[config.mk]
export PLATFORM = sky130hd
export DESIGN_NAME = charge_pump_seq
export DESIGN_NICKNAME = d
export VERILOG_FILES = /design/src/rtl/charge_pump_pkg.sv /design/src/rtl/cp_phase_timer.sv /design/src/rtl/charge_pump_seq.sv
export SDC_FILE = /design/constraint.sdc
export NUM_CORES = 1
export LEC_CHECK = 0
export CAP_MARGIN = 20
export CORE_ASPECT_RATIO = 0.6
export CORE_UTILIZATION = 46
export DETAILED_ROUTE_END_ITERATION = 6
export HOLD_SLACK_MARGIN = 0.15
export PLACE_DENSITY = 0.74
export RECOVER_POWER = 25
export SYNTH_ARGS = -nofsm -noshare
export SYNTH_HDL_FRONTEND = slang
export SYNTH_SLANG_ARGS = --single-unit
[constraint.sdc]
create_clock -name clk -period 2.8 [get_ports clk]
set_input_delay 0.42 -clock clk [delete_from_list [all_inputs] [get_ports clk]]
set_output_delay 0.42 -clock clk [all_outputs]
set_load 0.02 [all_outputs]
[src/rtl/charge_pump_pkg.sv]
// Shared state encoding, mode constants and phase codes for the charge-pump sequencer.
// No timing and no flow control; definitions only.
package charge_pump_pkg;

  typedef enum logic [1:0] {
    ST_IDLE = 2'd0,
    ST_PRE  = 2'd1,
    ST_SNK  = 2'd2,
    ST_SRC  = 2'd3
  } cp_state_e;

  localparam logic [1:0] MODE_ALT  = 2'd0;
  localparam logic [1:0] MODE_SNK  = 2'd1;
  localparam logic [1:0] MODE_SRC  = 2'd2;
  localparam logic [1:0] MODE_ALT3 = 2'd3;

  localparam logic [1:0] PH_IDLE = 2'd0;
  localparam logic [1:0] PH_PRE  = 2'd1;
  localparam logic [1:0] PH_SNK  = 2'd2;
  localparam logic [1:0] PH_SRC  = 2'd3;

  // Code 3 behaves as alternate, so fold it once at latch time.
  function automatic logic [1:0] norm_mode(input logic [1:0] m);
    return (m == MODE_ALT3) ? MODE_ALT : m;
  endfunction

endpackage

[src/rtl/cp_phase_timer.sv]
// Phase-length down counter: load a length, count to zero, flag terminal count.
// Terminal flag is combinational from the count register; no backpressure.
module cp_phase_timer #(
  parameter int CNT_W = 8
) (
  input  logic             clk,
  input  logic             reset,
  input  logic             i_load,
  input  logic             i_dec,
  input  logic [CNT_W-1:0] i_len,
  output logic             o_tc
);

  logic [CNT_W-1:0] r_cnt;

  always_ff @(posedge clk or posedge reset) begin
    if (reset) begin
      r_cnt <= '0;
    end else if (i_load) begin
      r_cnt <= i_len;
    end else if (i_dec && (r_cnt != '0)) begin
      r_cnt <= r_cnt - CNT_W'(1);
    end
  end

  assign o_tc = (r_cnt == '0);

endmodule

[src/rtl/charge_pump_seq.sv]
// Charge-pump switch sequencer: precharge, then sink/source pump phases for a burst of periods.
// All outputs registered, one cycle from sampled inputs; free-running, no backpressure.
module charge_pump_seq
  import charge_pump_pkg::*;
#(
  parameter int CNT_W   = 8,
  parameter int BURST_W = 8
) (
  input  logic               clk,
  input  logic               reset,
  input  logic               en,
  input  logic [1:0]         mode,
  input  logic [CNT_W-1:0]   pre_len,
  input  logic [CNT_W-1:0]   snk_len,
  input  logic [CNT_W-1:0]   src_len,
  input  logic [BURST_W-1:0] burst,
  output logic               snk,
  output logic               src_n,
  output logic               preChrg,
  output logic               rst,
  output logic               busy,
  output logic               done,
  output logic [1:0]         phase
);

  cp_state_e          r_state;
  cp_state_e          w_state_nxt;
  logic [1:0]         r_mode;
  logic [CNT_W-1:0]   r_snk_len;
  logic [CNT_W-1:0]   r_src_len;
  logic [BURST_W-1:0] r_burst;
  logic [BURST_W-1:0] r_period_cnt;
  logic [BURST_W-1:0] w_cnt_inc;
  logic               r_snk, r_src_n, r_pre, r_busy, r_done, r_rst;
  logic               w_snk_nxt, w_src_n_nxt, w_pre_nxt, w_busy_nxt, w_done_nxt;
  logic               w_tc, w_start, w_period_end, w_burst_hit, w_phase_start;
  logic [CNT_W-1:0]   w_tmr_len;

  assign w_start      = (r_state == ST_IDLE) && en;
  assign w_cnt_inc    = r_period_cnt + BURST_W'(1);
  assign w_burst_hit  = (r_burst != '0) && (w_cnt_inc == r_burst);
  // A period closes at the end of SRC, or of SNK when running sink-only.
  assign w_period_end = en && w_tc &&
                        ((r_state == ST_SRC) || ((r_state == ST_SNK) && (r_mode == MODE_SNK)));
  assign w_phase_start = (w_state_nxt != ST_IDLE) && ((w_state_nxt != r_state) || w_tc);

  // Precharge is only entered from IDLE, so its length comes straight from the input.
  assign w_tmr_len = (w_state_nxt == ST_PRE) ? pre_len :
                     (w_state_nxt == ST_SNK) ? r_snk_len : r_src_len;

  cp_phase_timer #(.CNT_W(CNT_W)) u_timer (
    .clk    (clk),
    .reset  (reset),
    .i_load (w_phase_start),
    .i_dec  (r_state != ST_IDLE),
    .i_len  (w_tmr_len),
    .o_tc   (w_tc)
  );

  always_ff @(posedge clk or posedge reset) begin
    if (reset) begin
      r_state      <= ST_IDLE;
      r_mode       <= MODE_ALT;
      r_snk_len    <= '0;
      r_src_len    <= '0;
      r_burst      <= '0;
      r_period_cnt <= '0;
    end else begin
      r_state <= w_state_nxt;
      if (w_start) begin
        r_mode       <= norm_mode(mode);
        r_snk_len    <= snk_len;
        r_src_len    <= src_len;
        r_burst      <= burst;
        r_period_cnt <= '0;
      end else if (w_period_end && (r_period_cnt != '1)) begin
        r_period_cnt <= w_cnt_inc;
      end
    end
  end

  always_comb begin
    w_state_nxt = r_state;
    if (r_state == ST_IDLE) begin
      if (en) w_state_nxt = ST_PRE;
    end else if (!en) begin
      w_state_nxt = ST_IDLE;
    end else if (w_tc) begin
      case (r_state)
        ST_PRE:  w_state_nxt = (r_mode == MODE_SRC) ? ST_SRC : ST_SNK;
        ST_SNK:  w_state_nxt = (w_period_end && w_burst_hit) ? ST_IDLE :
                               (r_mode == MODE_SNK) ? ST_SNK : ST_SRC;
        ST_SRC:  w_state_nxt = (w_period_end && w_burst_hit) ? ST_IDLE :
                               (r_mode == MODE_SRC) ? ST_SRC : ST_SNK;
        default: w_state_nxt = ST_IDLE;
      endcase
    end
  end

  // Each phase restarts its toggle pattern, including back-to-back same-type phases.
  always_comb begin
    w_snk_nxt   = 1'b0;
    w_src_n_nxt = 1'b1;
    w_pre_nxt   = (w_state_nxt == ST_PRE);
    w_busy_nxt  = (w_state_nxt != ST_IDLE);
    w_done_nxt  = w_period_end && w_burst_hit;
    if (w_state_nxt == ST_SNK) w_snk_nxt   = w_phase_start ? 1'b1 : ~r_snk;
    if (w_state_nxt == ST_SRC) w_src_n_nxt = w_phase_start ? 1'b0 : ~r_src_n;
  end

  always_ff @(posedge clk or posedge reset) begin
    if (reset) begin
      r_snk   <= 1'b0;
      r_src_n <= 1'b1;
      r_pre   <= 1'b0;
      r_busy  <= 1'b0;
      r_done  <= 1'b0;
      r_rst   <= 1'b1;
    end else begin
      r_snk   <= w_snk_nxt;
      r_src_n <= w_src_n_nxt;
      r_pre   <= w_pre_nxt;
      r_busy  <= w_busy_nxt;
      r_done  <= w_done_nxt;
      r_rst   <= 1'b0;
    end
  end

  assign snk     = r_snk;
  assign src_n   = r_src_n;
  assign preChrg = r_pre;
  assign busy    = r_busy;
  assign done    = r_done;
  assign rst     = r_rst;
  assign phase   = r_state;

endmodule

Yosys cells after proc, flatten, opt, wreduce, memory -nomap -nowiden
Index checks and enable logic that the tools add are counted.
{ "totals": {"input_bits": 37, "reg_bits": 50, "latchBits": 0, "output_inout_bits": 8, "memories": 0, "elab_cells": 68, "mem_bits_ro": 0, "mem_bits_rw": 0} }
{ "op_classes": {"shift": 0, "multipliers": 0, "bitwise_logic": 2, "magnitude_cmp": 0, "n_eq_ne": 12, "n_div": 0, "n_addsub": 2, "muxes": 20, "n_reduce_logical": 19} }
{ "ops": {"columns": ["cell", "n"], "rows": [
  ["$mux 8", 6],
  ["$reduce_bool 8->1", 2],
  ["$mux 2", 7],
  ["$eq 2x2->1 const B", 6],
  ["$logic_and 1x1->1", 9],
  ["$add 8x1->8 const B", 1],
  ["$eq 8x8->1", 1],
  ["$logic_not 8->1", 1],
  ["$ne 8x8->1 const B", 1],
  ["$reduce_bool 2->1", 4],
  ["$sub 8x1->8 const B", 1],
  ["$eq 2x1->1 const B", 3],
  ["$mux 1", 6],
  ["$pmux 2 s3", 1],
  ["$logic_not 2->1", 1],
  ["$logic_or 1x1->1", 2],
  ["$ne 2x2->1", 1],
  ["$not 1->1", 2]
]} }

Logic depth before layout (Yosys ltp)
Gate-level depths: netlist (run 1).
{ "logic_depth": {"word_depth": 15, "depth_mapped": 10, "depth_no_buf": 8} }

Cells and area by module
Synthesis (run 1) repeated with hierarchy kept, for this count alone.
{ "unflattened": {"cells_unflattened": 312, "hier_area_um2": 2768.9} }
{ "by_module_without_submodules": {"columns": ["module", "seq_area_each_um2", "cells_per_inst", "instances", "area_each_um2"], "rows": [
  ["charge_pump_seq", 1053.5, 259, 1, 2273.4],
  ["cp_phase_timer", 200.2, 53, 1, 495.5]
]} }

Worst setup path after synthesis (run 1)
OpenSTA, ideal clock, no wires.
{ "synth_path": {"path_kind": "register to register", "startpoint": "register u_timer.r_cnt[0]", "endpoint": "register r_period_cnt[5]", "required_time_ns": 2.662, "arrival_ns": 2.145, "setup_time_ns": 0.138, "n_path_buf": 0, "setup_slack_ns": 0.517, "period_less_slack_ns": 2.283, "stages_incl_launch_ff": 9, "cell_sequence": "dfrtp_1 inv_1 ha_1 nor3b_1 o2111ai_1 a31o_2 and2_1 o21ai_0 o41ai_1"} }
{ "synth_via": {"elab_chain_len": 5} }
{ "synth_lines": {"columns": ["item", "line_no", "text"], "rows": [
  ["start, declared", "cp_phase_timer.sv:14", "logic [CNT_W-1:0] r_cnt;"],
  ["start signal, assigned", "cp_phase_timer.sv:20", "r_cnt <= i_len;"],
  ["start signal, assigned", "cp_phase_timer.sv:22", "r_cnt <= r_cnt - CNT_W'(1);"],
  ["$logic_not 8->1", "cp_phase_timer.sv:26", "assign o_tc = (r_cnt == '0);"],
  ["$logic_and 1x1->1 (2 in a row)", "charge_pump_seq.sv:43", "assign w_period_end = en && w_tc &&"],
  ["$logic_and 1x1->1", "charge_pump_seq.sv:76", "end else if (w_period_end && (r_period_cnt != '1)) begin"],
  ["$reduce_bool 2->1 (no line)", null, null],
  ["end signal, assigned", "charge_pump_seq.sv:77", "r_period_cnt <= w_cnt_inc;"],
  ["end, declared", "charge_pump_seq.sv:32", "logic [BURST_W-1:0] r_period_cnt;"]
]} }
Every way passes these cells.
A chain may end at the register's enable or synchronous reset.

Worst setup path after layout (run 1)
{ "layout_path": {"startpoint": "register r_period_cnt[0]", "endpoint": "register u_timer.r_cnt[3]"} }
{ "layout_via": {"elab_chain_len": 13, "word_cells_on_any_way": 20, "classes_between": "add/sub: 1; eq/ne: 4; mux: 9; reduce/logical: 6"} }
{ "layout_lines": {"columns": ["item", "line_no", "text"], "rows": [
  ["$add 8x1->8 *", "charge_pump_seq.sv:40", "assign w_cnt_inc = r_period_cnt + BURST_W'(1);"],
  ["$eq 8x8->1 *", "charge_pump_seq.sv:41", "assign w_burst_hit = (r_burst != '0) && (w_cnt_inc == r_burst);"],
  ["$logic_and 1x1->1 *", "charge_pump_seq.sv:41", null],
  ["$logic_and 1x1->1 *", "charge_pump_seq.sv:91, charge_pump_seq.sv:93", null],
  ["$mux 2, on equally long branches", "charge_pump_seq.sv:93, charge_pump_seq.sv:91", null],
  ["$pmux 2 s3 *", "charge_pump_seq.sv:89", "case (r_state)"],
  ["$mux 2 *", "charge_pump_seq.sv:88", "end else if (w_tc) begin"],
  ["$mux 2 *", "charge_pump_seq.sv:86", "end else if (!en) begin"],
  ["$mux 2 *", "charge_pump_seq.sv:84", "if (r_state == ST_IDLE) begin"],
  ["$eq 2x2->1 or $ne 2x2->1 (tied branches)", "charge_pump_seq.sv:49, charge_pump_seq.sv:45", null],
  ["$mux 8 or $logic_or 1x1->1 (tied branches)", "charge_pump_seq.sv:49, charge_pump_seq.sv:45", null],
  ["$mux 8 or $logic_and 1x1->1 (tied branches)", "charge_pump_seq.sv:48, charge_pump_seq.sv:45", null],
  ["$mux 8 or $reduce_bool 2->1 (tied branches)", null, null]
]} }
Mark *: on every way between the ends. The rest lies on a longest branch, timed or not.

==> flow_metrics.py, run 1 <==
metrics = {
    "timing": {
        "worst_pin_slew_ns": 1.20,
        "tns_ns": 0,
        "final-hold-violation-count": 0,
        "holdWs_ns": 0.489,
        "rsz0062_at_grt": "false",
        "drv_slew": 0,
        "finalSetupViolations": 0,
        "fmax_mhz": 390,
        "min_period_over_period_pct": 91.5,
        "period_minus_slack_ns": 2.56,
        "relSlewSlack_pct": 20.2,
        "skew_ns": 0.0105,
    },
    "floorplanning": {
        "core_area_um2": 5730,
        "start_util_pct": 49.1,
        "io_pins": 45,
        "fp.dieW_um": 103,
        "fp.dieArea_um2": 6440,
        "core.rowCount": 21,
        "die-height_um": 62.5,
    },
    "synthesis": {
        "synth-seq-cells": 50,
        "ys_types": 58,
        "synth_edf_count": 0,
        "yosysTopAreaCellShare_pct": 42.7,
        "yosysSeqAreaShare_pct": 44.6,
        "synth.net_count": 355,
        "synth_area_leaders": "dfrtp_1 (43%), nand2_1 (12%), o31ai_2 (3.6%)",
        "synth_flop_cell": "dfrtp_1",
        "async_reset_ff_share_pct": 100,
        "netlist_top_cells_count": "nand2_1 (89), dfrtp_1 (48), o21ai_0 (15)",
        "synth_area_um2": 2810,
        "syn_area_per_cell_um2": 8.92,
        "synth_top_cell_by_area": "dfrtp_1",
        "synth_cells": 315,
        "ys.warnings.count": 0,
        "yosysMostFrequentCell": "nand2_1",
    },
    "hold_path": {
        "min_path_type": "flop to flop",
    },
    "power": {
        "p_int_mw": 1.56,
        "power_leakage_nw": 1.53,
        "swShare_pct": 37.0,
        "power_frac_seq_pct": 46.1,
        "ir_worst_vdd_mv": 0.276,
        "clockPowerShare_pct": 21.6,
        "pwr-share-comb_pct": 32.3,
        "p_per_area_nw_per_um2": 711,
        "switchingPower_uw": 915,
    },
    "cts": {
        "cts_max_level": 2,
        "clockBufferDepth": 2,
        "cts_made_buffers": 5,
        "clkTransAtPathRegs_ns": 0.10,
        "clkSinkCount": 50,
        "tritoncts": "yes",
        "clkLatencyLatePin_ns": 0.31,
        "cts_root_buf": "clkbuf_8",
    },
    "critical_path": {
        "critPathArrivalTime_ns": 2.74,
        "cp.required_ns": 2.98,
        "crit_buf_inv": 0,
        "cp-start-kind": "flop",
        "path_class": "flop to flop",
        "cp-end-kind": "flop",
        "slowest_stage": "dfrtp_1",
        "path_cells": "ha_1 > nand2b_1 > o211a_1 > o32a_1 > o41ai_4 > or2_1 > o31ai_2",
        "cp_slowest_stage_delay_ns": 0.50,
        "cp_top_family": "compound AO/OA/AOI/OAI gates",
        "reg2reg_slack_ns": 0.24,
        "cp_max_fo": 8,
    },
    "drt": {
        "dr_total_vias": 2523,
        "antenna_left": 0,
        "wl_per_cell_um": 15.9,
        "totalWireLength_um": 7030,
        "drc": 0,
        "vias_per_cell": 5.71,
        "drt-initial-drc-count": 183,
        "dr.pass1.iters": 5,
    },
    "run_status": {
        "status": "completed",
    },
    "grt": {
        "overflow": 0,
        "use_met1_pct": 39.4,
        "grt_max_degree": 32,
        "use_met2_pct": 32.3,
        "grt_pass1_vias": 2352,
        "antenna_found_initial": 0,
        "grtUsageTotal_pct": 23.9,
        "busiest_layer": "met1",
        "use_met3_pct": 4.36,
        "grt_first_pass_wirelength_um": 11800,
    },
    "cells_and_area": {
        "area_growth_pct": 24.0,
        "nets": 401,
        "antenna_cells": 0,
        "drive_above_1_share_pct": 10.8,
    },
    "place": {
        "portBuffers": 44,
        "hpwlAfterDp_um": 5060,
        "routabilityCongestion": 0.867,
    },
    "flow_run": {
        "maxCapViolCount": 0,
    },
}
## power by group through the flow
stage | logic [mW] | registers (mW) | clock network [mW]
after CTS | 0.797 | 1.13 | 0.540
after floorplan | 0.607 | 1.06 | 0
after global routing | 0.901 | 1.17 | 0.571
after detailed placement | 0.790 | 1.14 | 0
after global placement | 0.769 | 1.13 | 0
final | 0.801 | 1.14 | 0.534
## tightest hold or removal path, stage by stage (launching register included)
cell     delay (ns)
dfrtp_1        0.36
nand2_1        0.05
nand2_1        0.05
## layout by cell type (no fill, tap or decap), drive strengths merged, types with 5 or more instances in the layout
master	n
a21oi	8
buf	9
clkbuf	5
clkdlybuf4s50	43
dfrtp	48
inv	13
nand2	89
nand2b	5
nand3	6
nor2	12
nor3	11
o21ai	16
o22ai	10
o31ai	9
xnor2	7
xor2	5
## final timing paths
| kind | startpoint | endpoint | cells after the start |
|---|---|---|---|
| worst max-delay path | r_period_cnt[0]$_DFFE_PP0P_ | u_timer.r_cnt[3]$_DFFE_PP0P_ | 7 |
| worst min-delay path | r_snk_len[5]$_DFFE_PP0P_ | r_snk_len[5]$_DFFE_PP0P_ | 2 |
| worst max register to register | r_period_cnt[0]$_DFFE_PP0P_ | u_timer.r_cnt[3]$_DFFE_PP0P_ | 7 |
| worst min register to register | r_snk_len[5]$_DFFE_PP0P_ | r_snk_len[5]$_DFFE_PP0P_ | 2 |
| max in group asynchronous | reset | src_n$_DFF_PP1_ | 3 |
| min in group asynchronous | reset | r_src_len[5]$_DFFE_PP0P_ | 2 |
## layer usage
metal,wire length [µm],share of wire [%]
met1,3680,52
met3,455,6.5
met5,0,0
met4,53,0.75
met2,2850,41
## registers in the layout, summed over array words and instances (netlist names)
register / cells
r_period_cnt: 8
done: 1
r_burst: 8
src_n: 1
r_mode: 2
busy: 1
u_timer.r_cnt: 8
preChrg: 1
r_snk_len: 8
r_src_len: 8
phase: 2
rst: 1
snk: 1
## per-stage QoR
step	area [µm²]	utilization, %	setup WS [ns]	cells	power (mW)
after global placement	3360	58.7	0.263	434	1.90
after CTS	3480	60.7	0.0390	442	2.46
after global routing	3480	60.8	0.0138	442	2.64
final	3480	60.8	0.237	442	2.48
after detailed placement	3360	58.7	0.121	434	1.93
after floorplan	2810	-	0.517	315	1.67
## cell families (layout without fill, tap and decap cells)
| family | count (synthesis) | count (layout) | synth area share (%) |
|---|---|---|---|
| flip-flops | 50 | 50 | 44.6 |
| other | 1 | 1 | 0.133 |
| XOR/XNOR | 13 | 13 | 4.54 |
| buffers and inverters | 25 | 72 | 4.05 |
| AO/OA/AOI/OAI | 71 | 71 | 19.7 |
| AND/OR/NAND/NOR | 152 | 152 | 25.6 |
| adder cells (fa/ha/maj) | 3 | 3 | 1.34 |
## final cells by class
cell class,count,area [µm²]
fill,522,2240
multi-input combinational,240,1450
sequential,50,1250
timing repair buffer,53,520
tap,80,100
clock buffer,5,68.8
clock inverter,3,47.5
inverter,11,41.3
## timing repair
item	in CTS	in global routing
setup buffers	0	0
hold buffers	0	0
resized for setup	0	1
endpoints found under the setup margin	0	11
hold endpoints to repair	0	0
No activity file was read; power rests on OpenSTA's default activity.
==> run 2: changes to the inputs <==
--- a/config.mk
+++ b/config.mk
@@ -11,7 +11,6 @@
 export DETAILED_ROUTE_END_ITERATION = 6
 export HOLD_SLACK_MARGIN = 0.15
 export PLACE_DENSITY = 0.74
-export RECOVER_POWER = 25
 export SYNTH_ARGS = -nofsm -noshare
 export SYNTH_HDL_FRONTEND = slang
 export SYNTH_SLANG_ARGS = --single-unit
==> run 2 against run 1 <==
  * Worst hold slack better by 0.00067 ns
  * Final cell count is the same
  * Setup slack lost 0.0061 ns
  * Die area unchanged
  * Highest routed layer unchanged
  * Fmax is 0.24% lower
  * Clock power barely moved
  * Utilization stayed put
==> flow_metrics.py, run 2 (synthesized netlist as in run 1, its figures left out) <==
metrics = {
    "run_status": {
        "status": "completed",
    },
    "critical_path": {
        "path_class": "flop to flop",
        "slowest_stage": "dfrtp_1",
        "crit_end": "u_timer.r_cnt[3]$_DFFE_PP0P_",
        "cp_top_family": "compound AO/OA/AOI/OAI gates",
        "reg2reg_slack_ns": 0.23,
        "crit_buf_inv": 0,
        "r2r_cells": 7,
        "path_cells": "ha_1 > nand2b_1 > o211a_1 > o32a_1 > o41ai_4 > or2_1 > o31ai_2",
        "cp-end-kind": "flop",
        "cp-start-kind": "flop",
        "critPathArrivalTime_ns": 2.75,
        "cp_slowest_stage_delay_ns": 0.50,
        "path_depth": 7,
        "rr_startpoint": "r_period_cnt[0]$_DFFE_PP0P_",
        "cp-startpoint": "r_period_cnt[0]$_DFFE_PP0P_",
        "r2r-end": "u_timer.r_cnt[3]$_DFFE_PP0P_",
        "cp_max_fo": 8,
        "cp.required_ns": 2.98,
    },
    "grt": {
        "use_met2_pct": 32.3,
        "grt_pass1_vias": 2352,
        "overflow": 0,
        "grt_first_pass_wirelength_um": 11800,
        "grtUsageTotal_pct": 23.9,
        "antenna_found_initial": 0,
        "use_met1_pct": 39.4,
        "grt_max_degree": 32,
        "busiest_layer": "met1",
        "use_met3_pct": 4.36,
    },
    "timing": {
        "period_minus_slack_ns": 2.57,
        "skew_ns": 0.00952,
        "drv_slew": 0,
        "min_period_over_period_pct": 91.7,
        "relSlewSlack_pct": 43.4,
        "finalSetupViolations": 0,
        "final-hold-violation-count": 0,
        "tns_ns": 0,
        "fmax_mhz": 389,
        "worst_pin_slew_ns": 0.844,
        "rsz0062_at_grt": "false",
        "setup_slack_ns": 0.231,
    },
    "power": {
        "power_leakage_nw": 1.53,
        "total_power_mw": 2.47,
        "power_frac_seq_pct": 46.1,
        "ir_worst_vdd_mv": 0.276,
        "p_per_area_nw_per_um2": 710,
        "clockPowerShare_pct": 21.6,
        "switchingPower_uw": 913,
        "pwr-share-comb_pct": 32.3,
        "p_int_mw": 1.56,
        "swShare_pct": 36.9,
    },
    "floorplanning": {
        "io_pins": 45,
        "core_area_um2": 5730,
        "fp.dieArea_um2": 6440,
        "start_util_pct": 49.1,
        "die-height_um": 62.5,
        "fp.dieW_um": 103,
        "core.rowCount": 21,
    },
    "cells_and_area": {
        "drive_above_1_share_pct": 11.0,
        "nets": 401,
        "antenna_cells": 0,
        "area_growth_pct": 24.0,
        "fillers": 522,
        "final_cell_mix": "nand2_1 (89), dfrtp_1 (48), clkdlybuf4s50_1 (44)",
        "layout_commonest_cell": "nand2_1",
        "layout.cells.non_filler": 442,
    },
    "place": {
        "portBuffers": 44,
        "routabilityCongestion": 0.867,
        "hpwlAfterDp_um": 5060,
        "place_ws_ns": 0.121,
        "dp_cells": 434,
    },
    "drt": {
        "dr.pass1.iters": 5,
        "antenna_left": 0,
        "vias_per_cell": 5.74,
        "drt-initial-drc-count": 182,
        "dr_total_vias": 2535,
        "wl_per_cell_um": 15.9,
        "totalWireLength_um": 7030,
        "drc": 0,
    },
    "cts": {
        "tritoncts": "yes",
        "cts-hold-fix-buffers": 0,
        "cts_made_buffers": 5,
        "clockBufferDepth": 2,
        "clkSinkCount": 50,
        "cts_max_level": 2,
        "clkTransAtPathRegs_ns": 0.10,
        "cts_root_buf": "clkbuf_8",
        "clkLatencyLatePin_ns": 0.31,
    },
    "hold_path": {
        "min_path_cells": 2,
        "min_path_type": "flop to flop",
    },
    "flow_run": {
        "maxCapViolCount": 0,
    },
}
[run 2: changes by cell type in the layout (fill, tap and decap cells not counted)]
cell / before / now
inv_1: 10 / 9
inv_2: 1 / 2
clkdlybuf4s50_1: 43 / 44
dlygate4sd3_1: 1 / 0
[run 2: tightest hold or removal path, cell delays in order, from the launching register on]
cell	delay [ns]
dfrtp_1	0.36
nand2_1	0.05
nand2_1	0.05
[run 2: worst min-delay path by stage]
stage	from	slack [ns]	to
after CTS	r_snk_len[5]$_DFFE_PP0P_	0.49	r_snk_len[5]$_DFFE_PP0P_
after global placement	r_src_len[2]$_DFFE_PP0P_	0.46	r_src_len[2]$_DFFE_PP0P_
after global routing	r_snk_len[7]$_DFFE_PP0P_	0.51	r_snk_len[7]$_DFFE_PP0P_
final	r_snk_len[5]$_DFFE_PP0P_	0.49	r_snk_len[5]$_DFFE_PP0P_
after detailed placement	r_snk_len[5]$_DFFE_PP0P_	0.46	r_snk_len[5]$_DFFE_PP0P_
after floorplan	r_src_len[0]$_DFFE_PP0P_	0.45	r_src_len[0]$_DFFE_PP0P_
[run 2: power by group through the flow]
stage	sequential [mW]	combinational, mW	clock, mW
detailed placement	1.14	0.790	0
CTS	1.13	0.797	0.540
floorplan	1.06	0.607	0
global route	1.17	0.901	0.571
global placement	1.13	0.769	0
finish	1.14	0.799	0.535
[run 2: timing repair]
item / 4_1_cts / 5_1_grt
resized for setup: 0 / 1
buffers inserted: 0 / 0
endpoints found under the setup margin: 0 / 11
[run 2: layout make-up]
class | count | area [µm²] | area share, %
clock buffer | 5 | 68.8 | 1.97
sequential | 50 | 1250 | 36.0
multi-input combinational | 240 | 1450 | 41.7
clock inverter | 3 | 47.5 | 1.36
timing repair buffer | 53 | 520 | 14.9
tap | 80 | 100 | 2.87
inverter | 11 | 41.3 | 1.18
[run 2: routing by layer]
| metal | vias up | routed length [µm] |
|---|---|---|
| li1 | 1198 | - |
| met1 | 1220 | 3630 |
| met2 | 110 | 2870 |
| met3 | 7 | 480 |
| met4 | 0 | 53 |
| met5 | - | 0 |
[run 2: metrics by stage]
step | cell area, µm² | util [%] | hold slack, ns
after floorplan | 2810 | - | 0.446
after global placement | 3360 | 58.7 | 0.462
after detailed placement | 3360 | 58.7 | 0.464
after CTS | 3480 | 60.7 | 0.491
after global routing | 3480 | 60.8 | 0.512
final | 3480 | 60.8 | 0.490
